File: src/rtl/cpu_pkg.sv
// Shared CPU constants for the write-back / register-file slice.
package cpu_pkg;

  localparam int DATA_W_DEF = 32;
  localparam int ADDR_W_DEF = 5;
  localparam int CNT_W_DEF  = 32;

  // Architectural register 0 is hardwired to zero.
  localparam int REG_ZERO = 0;

  typedef enum logic {
    MEMTOREG_ALU  = 1'b0,
    MEMTOREG_LOAD = 1'b1
  } memtoreg_e;

endpackage

File: src/rtl/wb_regfile_if.sv
// MEM/WB-to-regfile bus: write-back controls/data in, ID read ports and perf outputs out.
interface wb_regfile_if #(
  parameter int DATA_W = cpu_pkg::DATA_W_DEF,
  parameter int ADDR_W = cpu_pkg::ADDR_W_DEF,
  parameter int CNT_W  = cpu_pkg::CNT_W_DEF
);

  logic              stall_i;
  logic              RegWrite_i;
  logic              MemtoReg_i;
  logic [DATA_W-1:0] mux0_i;
  logic [DATA_W-1:0] mux1_i;
  logic [ADDR_W-1:0] WriteBackPath_i;
  logic [ADDR_W-1:0] RS1addr_i;
  logic [ADDR_W-1:0] RS2addr_i;
  logic [DATA_W-1:0] RS1data_o;
  logic [DATA_W-1:0] RS2data_o;
  logic [DATA_W-1:0] wb_data_o;
  logic              wb_valid_o;
  logic [CNT_W-1:0]  retire_cnt_o;

  modport master (
    output stall_i, RegWrite_i, MemtoReg_i, mux0_i, mux1_i,
           WriteBackPath_i, RS1addr_i, RS2addr_i,
    input  RS1data_o, RS2data_o, wb_data_o, wb_valid_o, retire_cnt_o
  );

  modport slave (
    input  stall_i, RegWrite_i, MemtoReg_i, mux0_i, mux1_i,
           WriteBackPath_i, RS1addr_i, RS2addr_i,
    output RS1data_o, RS2data_o, wb_data_o, wb_valid_o, retire_cnt_o
  );

endinterface

File: src/rtl/wb_regfile_core.sv
// Register storage: async-reset array, one write port, two combinational read ports, no bypass.
module wb_regfile_core #(
  parameter int DATA_W = 32,
  parameter int ADDR_W = 5
) (
  input  logic              clk_i,
  input  logic              rst_n_i,
  input  logic              we_i,
  input  logic [ADDR_W-1:0] waddr_i,
  input  logic [DATA_W-1:0] wdata_i,
  input  logic [ADDR_W-1:0] raddr1_i,
  input  logic [ADDR_W-1:0] raddr2_i,
  output logic [DATA_W-1:0] rdata1_o,
  output logic [DATA_W-1:0] rdata2_o
);

  localparam int DEPTH = 1 << ADDR_W;

  logic [DATA_W-1:0] regs_q [DEPTH];
  logic [DATA_W-1:0] regs_d [DEPTH];

  always_comb begin
    regs_d = regs_q;
    if (we_i) begin
      regs_d[waddr_i] = wdata_i;
    end
  end

  always_ff @(posedge clk_i or negedge rst_n_i) begin
    if (!rst_n_i) begin
      for (int i = 0; i < DEPTH; i++) begin
        regs_q[i] <= '0;
      end
    end else begin
      regs_q <= regs_d;
    end
  end

  assign rdata1_o = regs_q[raddr1_i];
  assign rdata2_o = regs_q[raddr2_i];

endmodule

File: src/rtl/wb_regfile.sv
// Write-back stage: selects the WB value, qualifies the commit, bypasses it to the ID read
// ports and counts retired register writes.
module wb_regfile
  import cpu_pkg::*;
#(
  parameter int DATA_W = DATA_W_DEF,
  parameter int ADDR_W = ADDR_W_DEF,
  parameter int CNT_W  = CNT_W_DEF
) (
  input  logic         clk_i,
  input  logic         rst_n_i,
  wb_regfile_if.slave  bus
);

  localparam logic [ADDR_W-1:0] ZERO_IDX = ADDR_W'(REG_ZERO);

  logic [DATA_W-1:0] wb_data;
  logic              wb_valid;
  logic [DATA_W-1:0] core_rd1;
  logic [DATA_W-1:0] core_rd2;
  logic [DATA_W-1:0] rs1_data;
  logic [DATA_W-1:0] rs2_data;
  logic [CNT_W-1:0]  retire_cnt_q;
  logic [CNT_W-1:0]  retire_cnt_d;

  always_comb begin
    wb_data = (memtoreg_e'(bus.MemtoReg_i) == MEMTOREG_LOAD) ? bus.mux1_i : bus.mux0_i;
    // A stalled MEM/WB entry is held, so it must only commit on the cycle stall drops.
    wb_valid = bus.RegWrite_i & ~bus.stall_i & (bus.WriteBackPath_i != ZERO_IDX);
  end

  wb_regfile_core #(
    .DATA_W (DATA_W),
    .ADDR_W (ADDR_W)
  ) u_core (
    .clk_i    (clk_i),
    .rst_n_i  (rst_n_i),
    .we_i     (wb_valid),
    .waddr_i  (bus.WriteBackPath_i),
    .wdata_i  (wb_data),
    .raddr1_i (bus.RS1addr_i),
    .raddr2_i (bus.RS2addr_i),
    .rdata1_o (core_rd1),
    .rdata2_o (core_rd2)
  );

  // Same-cycle write-through so ID sees the value being committed this edge.
  always_comb begin
    rs1_data = core_rd1;
    if (bus.RS1addr_i == ZERO_IDX) begin
      rs1_data = '0;
    end else if (wb_valid && (bus.RS1addr_i == bus.WriteBackPath_i)) begin
      rs1_data = wb_data;
    end

    rs2_data = core_rd2;
    if (bus.RS2addr_i == ZERO_IDX) begin
      rs2_data = '0;
    end else if (wb_valid && (bus.RS2addr_i == bus.WriteBackPath_i)) begin
      rs2_data = wb_data;
    end
  end

  always_comb begin
    retire_cnt_d = retire_cnt_q;
    if (wb_valid) begin
      retire_cnt_d = retire_cnt_q + CNT_W'(1);
    end
  end

  always_ff @(posedge clk_i or negedge rst_n_i) begin
    if (!rst_n_i) begin
      retire_cnt_q <= '0;
    end else begin
      retire_cnt_q <= retire_cnt_d;
    end
  end

  assign bus.wb_data_o    = wb_data;
  assign bus.wb_valid_o   = wb_valid;
  assign bus.RS1data_o    = rs1_data;
  assign bus.RS2data_o    = rs2_data;
  assign bus.retire_cnt_o = retire_cnt_q;

endmodule

File: src/flat_wrapper.sv
// flat-port wrapper written by rule: the top's interface ports become plain ports
module wb_regfile_flat import cpu_pkg::*;
#(
  parameter int DATA_W = DATA_W_DEF,
  parameter int ADDR_W = ADDR_W_DEF,
  parameter int CNT_W  = CNT_W_DEF
)
  (clk_i, rst_n_i, bus_stall_i, bus_RegWrite_i, bus_MemtoReg_i, bus_mux0_i, bus_mux1_i, bus_WriteBackPath_i, bus_RS1addr_i, bus_RS2addr_i, bus_RS1data_o, bus_RS2data_o, bus_wb_data_o, bus_wb_valid_o, bus_retire_cnt_o);
  wb_regfile_if #(.DATA_W(DATA_W), .ADDR_W(ADDR_W), .CNT_W(CNT_W)) bus_i ();
  input  logic clk_i;
  input  logic rst_n_i;
  input wire logic [$bits(bus_i.stall_i)-1:0] bus_stall_i;
  input wire logic [$bits(bus_i.RegWrite_i)-1:0] bus_RegWrite_i;
  input wire logic [$bits(bus_i.MemtoReg_i)-1:0] bus_MemtoReg_i;
  input wire logic [$bits(bus_i.mux0_i)-1:0] bus_mux0_i;
  input wire logic [$bits(bus_i.mux1_i)-1:0] bus_mux1_i;
  input wire logic [$bits(bus_i.WriteBackPath_i)-1:0] bus_WriteBackPath_i;
  input wire logic [$bits(bus_i.RS1addr_i)-1:0] bus_RS1addr_i;
  input wire logic [$bits(bus_i.RS2addr_i)-1:0] bus_RS2addr_i;
  output wire logic [$bits(bus_i.RS1data_o)-1:0] bus_RS1data_o;
  output wire logic [$bits(bus_i.RS2data_o)-1:0] bus_RS2data_o;
  output wire logic [$bits(bus_i.wb_data_o)-1:0] bus_wb_data_o;
  output wire logic [$bits(bus_i.wb_valid_o)-1:0] bus_wb_valid_o;
  output wire logic [$bits(bus_i.retire_cnt_o)-1:0] bus_retire_cnt_o;
  assign bus_i.stall_i = bus_stall_i;
  assign bus_i.RegWrite_i = bus_RegWrite_i;
  assign bus_i.MemtoReg_i = bus_MemtoReg_i;
  assign bus_i.mux0_i = bus_mux0_i;
  assign bus_i.mux1_i = bus_mux1_i;
  assign bus_i.WriteBackPath_i = bus_WriteBackPath_i;
  assign bus_i.RS1addr_i = bus_RS1addr_i;
  assign bus_i.RS2addr_i = bus_RS2addr_i;
  assign bus_RS1data_o = bus_i.RS1data_o;
  assign bus_RS2data_o = bus_i.RS2data_o;
  assign bus_wb_data_o = bus_i.wb_data_o;
  assign bus_wb_valid_o = bus_i.wb_valid_o;
  assign bus_retire_cnt_o = bus_i.retire_cnt_o;
  wb_regfile #(.DATA_W(DATA_W), .ADDR_W(ADDR_W), .CNT_W(CNT_W)) u_core (.clk_i(clk_i), .rst_n_i(rst_n_i), .bus(bus_i));
endmodule
File: config.mk
export PLATFORM = sky130hd
export DESIGN_NAME = wb_regfile_flat
export DESIGN_NICKNAME = d
export VERILOG_FILES = /design/src/rtl/cpu_pkg.sv /design/src/rtl/wb_regfile_if.sv /design/src/rtl/wb_regfile_core.sv /design/src/rtl/wb_regfile.sv /design/src/flat_wrapper.sv
export SDC_FILE = /design/constraint.sdc
export NUM_CORES = 2
export LEC_CHECK = 0
export CORE_MARGIN = 3
export CORE_UTILIZATION = 45
export DETAILED_ROUTE_END_ITERATION = 8
export GPL_TIMING_DRIVEN = 0
export HOLD_SLACK_MARGIN = 0.08
export PLACE_DENSITY = 0.6
export SLEW_MARGIN = 40
export SYNTH_ARGS = -nofsm -noshare
export SYNTH_HDL_FRONTEND = slang
export SYNTH_SLANG_ARGS = --single-unit
File: constraint.sdc
create_clock -name clk_i -period 3.35 [get_ports clk_i]
set_input_delay 0.5025 -clock clk_i [delete_from_list [all_inputs] [get_ports clk_i]]
set_output_delay 0.5025 -clock clk_i [all_outputs]
set_load 0.01 [all_outputs]
; Yosys cells after proc, flatten, opt, wreduce, memory -nomap -nowiden
; Index checks and enable logic that the tools add are counted.
[totals]
reg_bits = 1056
inputBits = 84
out_inout_bits = 129
wordCells = 66
[classes]
n_addsub = 1
order_cmp = 4
eq_ne = 2
muxes = 14
bitwise = 6
reduce_logical = 6
[op_table]
columns = op, count
row1 = $bwmux W1024, 1
row2 = $bmux W32 S5, 2
row3 = $mux W32, 10
row4 = $demux W32 S5, 1
row5 = $add A32 B1 Y32 const B, 1
row6 = $ge A6 B6 Y1 const B, 3
row7 = $not A5 Y6, 3
row8 = $eq A5 B5 Y1, 2
row9 = $logic_not A5 Y1, 2
row10 = $lt A6 B1 Y1 const B, 1
row11 = $reduce_bool A5 Y1, 1
row12 = $logic_and A1 B1 Y1, 3
row13 = $and A1 B1 Y1, 2
row14 = $not A1 Y1, 1

; Depth between registers and ports, before layout
[logic_depth]
word_depth = 6
mapped_depth = 10
mapped_depth_nobuf = 6

; Modules after synthesis
; Synthesis repeated with hierarchy kept, for this count alone.
[hier_totals]
cells_unflattened = 5008
area_unflattened_um2 = 59463.3
[by_module_without_submodules]
columns = module, n_inst, cells_each, area_per_inst_um2, seq_area_each_um2
row1 = wb_regfile_core, 1, 4605, 56236.4, 25624.6
row2 = wb_regfile, 1, 403, 3226.8, 800.8

; Least setup slack after synthesis
; Ideal clock, no wire load.
[synth_path]
path_type = input port to output port
start = in bus_RS1addr_i[0]
end = out bus_RS1data_o[23]
t_arrival_ns = 2.176
required_time_ns = 2.847
slack_ns = 0.671
path_stages = 8
path_buffers = 3
path_cell_list = buf_4 -> buf_6 -> buf_2 -> mux4_2 -> mux2i_1 -> nor2_1 -> a221oi_1 -> a31oi_1
[synth_between]
elab_chain_cells = 6
elab_cells_between_ends = 9
cone_classes = 1 x eq/ne / 5 x mux / 1 x bitwise / 2 x reduce/logical
[synth_lines]
columns = item, line
row1 = "start, declared", flat_wrapper.sv:18  ; input wire logic [$bits(bus_i.RS1addr_i)-1:0] bus_RS1addr_i;
row2 = $not A5 Y6 (implied by the code), wb_regfile_core.sv:39  ; assign rdata1_o = regs_q[raddr1_i];
row3 = $bmux W32 S5, wb_regfile_core.sv:39
row4 = $mux W32 (implied by the code) (2 in a row), wb_regfile_core.sv:39
row5 = $mux W32, wb_regfile.sv:52  ; end else if (wb_valid && (bus.RS1addr_i == bus.WriteBackPath_i)) begin
row6 = $mux W32 *, wb_regfile.sv:50  ; if (bus.RS1addr_i == ZERO_IDX) begin
row7 = "end, declared", flat_wrapper.sv:20  ; output wire logic [$bits(bus_i.RS1data_o)-1:0] bus_RS1data_o;
; Every way passes the cells marked *; elsewhere a longest branch is shown, timed or not. The select of a mux whose other input is x is not followed.

; Final worst setup path
[layout_path]
start = in bus_RS1addr_i[4]
end = out bus_RS1data_o[22]
; Same word-level chain as after synthesis.

==> results.yml <==
run_status:
  status: "finished with violations"
  failing_checks: "negative setup slack"
synthesis:
  synthesis.area_mm2: 0.05516
  ys_types: 74
  ys_ff_latch: 1056
  netlist.top_cell.by_area: "sky130_fd_sc_hd__dfrtp_1"
  synth.avg_cell_area_um2: 11.05
  yosys.area.top_type_share_pct: 47.90
  synth_flop_cell: "sky130_fd_sc_hd__dfrtp_1"
  syn-num-nets: 5077
  synth-edff-count: 0
  yosysMostFrequentCell: "sky130_fd_sc_hd__dfrtp_1"
  ys_warn_count: 0
  synth_top_cells_by_area: "sky130_fd_sc_hd__dfrtp_1, sky130_fd_sc_hd__mux4_2, sky130_fd_sc_hd__a21oi_1, sky130_fd_sc_hd__o21ai_0, sky130_fd_sc_hd__nor2_1"
  synthCells: 4992
  ys_top_cells_by_count: "sky130_fd_sc_hd__dfrtp_1, sky130_fd_sc_hd__nor2_1, sky130_fd_sc_hd__a21oi_1"
  synth_async_sr_flop_share_pct: 100.0
  synth_seq_area_share_pct: 47.90
layout:
  synthToLayoutAreaGrowth_pct: 25.39
  num-fill-cells: 10200
  layout.cell_area.non_filler_mm2: 0.06917
  final_instance_count_excl_fillers: 7205
  post-route-util_pct: 57.28
  drive_above_1_share_pct: 26.60
  fin_nets: 5569
clocking:
  tritoncts: "done"
  cts.root.buffer_cell: "sky130_fd_sc_hd__clkbuf_16"
  cts_inserted_buffers: 115
  cts.reportedPaths.clkPinSlew_ns: 0.06
  insertion_delay_ns: 0.73
  h-tree-depth: 3
  cts-root-to-sink-buffers: 3
  cts.sinks: 1056
die:
  coreArea_mm2: 0.1208
  num_io_pins: 213
  dieArea_mm2: 0.1268
  dieWidth_um: 356.1
  initial_utilization_pct: 45.68
  die_height_um: 356.1
  rows: 127
sta:
  finalHoldViolations: 0
  final_max_slew_viol_count: 0
  worst_margin_slew_ns: 1.012
  fin_ws_ns: -0.1407
  slew_headroom_pct: 32.32
  fmax_mhz: 286.5
  final-setup-viol-count: 21
  sum_neg_setup_slack_ns: -1.006
  final_period_minus_worst_setup_slack_ns: 3.491
  fin_crit_sh_pct: 104.2
  grt_setup_unrepaired: "yes"
  final.setup_skew_ns: 0.006728
worst_setup_path:
  critical_path_data_required_time_ns: 2.85
  cpLargestDelayFamily: "buffers and inverters"
  crit_path_start_kind: "input pin"
  timing.critical_path.to_type: "output pin"
  path_cells: "buf_4 > buf_6 > buf_6 > buf_6 > mux2i_2 > a211oi_2 > a211oi_2 > clkdlybuf4s15_1"
  r2r_start: "u_core.bus.retire_cnt_o[0]"
  critPathSlowestCell: "sky130_fd_sc_hd__a211oi_2"
  cp.arrival_ns: 2.99
  crit_start: "bus_RS1addr_i[4]"
  timing.critical_path.buf_inv: 5
  crit_path_max_fanout: 10
  crit_path_top_cell_by_count: "sky130_fd_sc_hd__buf_6"
  cp_slowest_stage_delay_ns: 0.45
  worstSetupPathType: "input pin to output pin"
power_and_ir_drop:
  power_density_mw_per_mm2: 579.5
  peakVddDrop_uv: 454.3
  static-leakage-power_nw: 29.35
placed_design:
  final_weighted_congestion_in_routability_driven_placement: 1.043
  dpl_hpwl_um: 205000
  dpl-instance-area_mm2: 0.05996
  detailedPlace.worstSlack_ns: -2.445
  placed_cells: 6832
  port_buffers: 201
grt:
  grt_pass1_wl_um: 393700
  grt.overflow.total: 0
  first_global_vias: 47880
  grt_use_total_pct: 45.55
  pin_count_of_the_biggest_net_entering_global_routing: 111
  grt_antenna_before_repair: 16
drt:
  post_drt_wl_per_cell_um: 40.75
  ant_nets: 0
  vias_per_cell: 7.120
  detail_route.iter0.violations: 8841
  post-route-drc-count: 0
  via_count: 51300
  wl_met1_um: 102300
  wl_met3_um: 49730
  routed_wirelength_um: 293600
  firstDrtPassIters: 7
  detailroute.wirelength.met2_um: 116000
  route.top_layer_used: "met5"
flow_run:
  max-cap-violations: 0
worst_hold_path:
  hold_startpoint: "bus_WriteBackPath_i[1]"
  hold_path_class: "input pin to register"
-- state kept, by name, summed over array words and instances (netlist names) --
register                 cells
u_core.bus.retire_cnt_o     32
u_core.u_core.regs_q      1024
-- path summary, 6_finish.rpt --
kind	end	depth (start not counted)	slack [ns]
max	bus_RS1data_o[22]	8	-0.14
max reg2reg	u_core.bus.retire_cnt_o[24]	6	1.14
min reg2reg	u_core.bus.retire_cnt_o[15]	1	0.48
min in group asynchronous	u_core.u_core.regs_q[345]	2	0.32
min	u_core.u_core.regs_q[96]	4	0.31
max in group asynchronous	u_core.u_core.regs_q[8]	6	0.64
-- tightest hold or removal path, cell delays in order --
cell	delay, ns
sky130_fd_sc_hd__buf_4	0.21
sky130_fd_sc_hd__nor4_4	0.14
sky130_fd_sc_hd__nor2_1	0.11
sky130_fd_sc_hd__a21oi_1	0.04
-- cell usage in the layout, fill, tap and decap left out, types with 19 or more instances in the layout --
cell,netlist,routed
sky130_fd_sc_hd__dfrtp_1,1056,1056
sky130_fd_sc_hd__o21ai_0,480,463
sky130_fd_sc_hd__buf_16,0,43
sky130_fd_sc_hd__clkbuf_2,0,43
sky130_fd_sc_hd__buf_6,24,44
sky130_fd_sc_hd__clkinv_2,0,25
sky130_fd_sc_hd__buf_12,2,72
sky130_fd_sc_hd__a22oi_2,0,24
sky130_fd_sc_hd__clkbuf_8,0,46
sky130_fd_sc_hd__mux2i_2,0,26
sky130_fd_sc_hd__a221oi_2,0,34
sky130_fd_sc_hd__o22ai_1,61,39
sky130_fd_sc_hd__a22oi_1,58,34
sky130_fd_sc_hd__clkbuf_16,0,122
sky130_fd_sc_hd__nand2_1,500,495
sky130_fd_sc_hd__buf_2,138,84
sky130_fd_sc_hd__a211oi_2,0,25
sky130_fd_sc_hd__clkbuf_1,318,257
sky130_fd_sc_hd__inv_1,42,40
sky130_fd_sc_hd__a22o_1,20,20
sky130_fd_sc_hd__mux2i_4,0,46
sky130_fd_sc_hd__nor2_1,600,583
sky130_fd_sc_hd__dlygate4sd2_1,0,28
sky130_fd_sc_hd__buf_8,4,27
sky130_fd_sc_hd__mux2i_1,193,121
sky130_fd_sc_hd__mux4_2,466,466
sky130_fd_sc_hd__buf_4,39,145
sky130_fd_sc_hd__clkdlybuf4s50_1,0,129
sky130_fd_sc_hd__a221oi_4,0,22
sky130_fd_sc_hd__o21ai_1,14,21
sky130_fd_sc_hd__nor3_1,24,21
sky130_fd_sc_hd__xnor2_1,22,22
sky130_fd_sc_hd__clkbuf_4,0,24
sky130_fd_sc_hd__a21oi_1,591,580
sky130_fd_sc_hd__xor2_1,19,19
-- where the power goes --
part / internal, W / total (W) / switching [W] / leakage, nW
Combinational: 0.00442 / 0.0101 / 0.00564 / 13.7
Clock: 0.00766 / 0.0134 / 0.00576 / 1.89
Sequential: 0.0148 / 0.0166 / 0.00177 / 13.7
-- layer usage --
metal | vias to the layer above | GRT usage (%)
met5 | - | 1.170
li1 | 19270 | -
met2 | 4801 | 59.60
met3 | 1146 | 23.85
met1 | 26070 | 57.17
met4 | 8 | 32.50
-- kinds of logic (layout without fill, tap and decap cells) --
| family | after synthesis | count (layout) | synth area share (%) |
|---|---|---|---|
| fa+ha+maj | 1 | 1 | 0.02268 |
| xor+xnor | 41 | 41 | 0.6509 |
| flops | 1056 | 1056 | 47.90 |
| mux | 668 | 668 | 22.71 |
| buf+inv | 582 | 1165 | 5.010 |
| other cells | 0 | 18 | 0 |
| simple gates | 1248 | 1248 | 9.388 |
| compound gates | 1396 | 1396 | 14.31 |
-- stage by stage --
step                      hold WS, ns  power (W)
final                          0.3071    0.04009
after floorplan                0.2069    0.02129
after detailed placement       0.4221    0.02515
after global routing           0.3390    0.04102
after global placement         0.4534    0.02481
after CTS                      0.2770    0.03915
-- final cells by class --
cell class                 instances  area, um2  share of cell area (%)
clock inverter                    40      455.4                  0.6584
antenna                           18      45.04                 0.06512
tap                             1612       2017                   2.916
sequential                      1056      26430                   38.20
multi-input combinational       3354      28240                   40.83
timing repair buffer             379       3941                   5.698
inverter                          46      195.2                  0.2822
clock buffer                     168       3391                   4.902
buffer                           532       4459                   6.447
-- timing repair --
item | 4_1_cts | 5_1_grt
endpoints found under the setup margin | 86 | 73
buffers inserted | 95 | 50
gates resized for setup | 908 | 136
cloned | 2 | 2
endpoints found under the hold margin | 63 | 0
hold buffers | 1 | 0
pin swaps | 73 | 40
No activity file was read; power rests on OpenSTA's default activity.
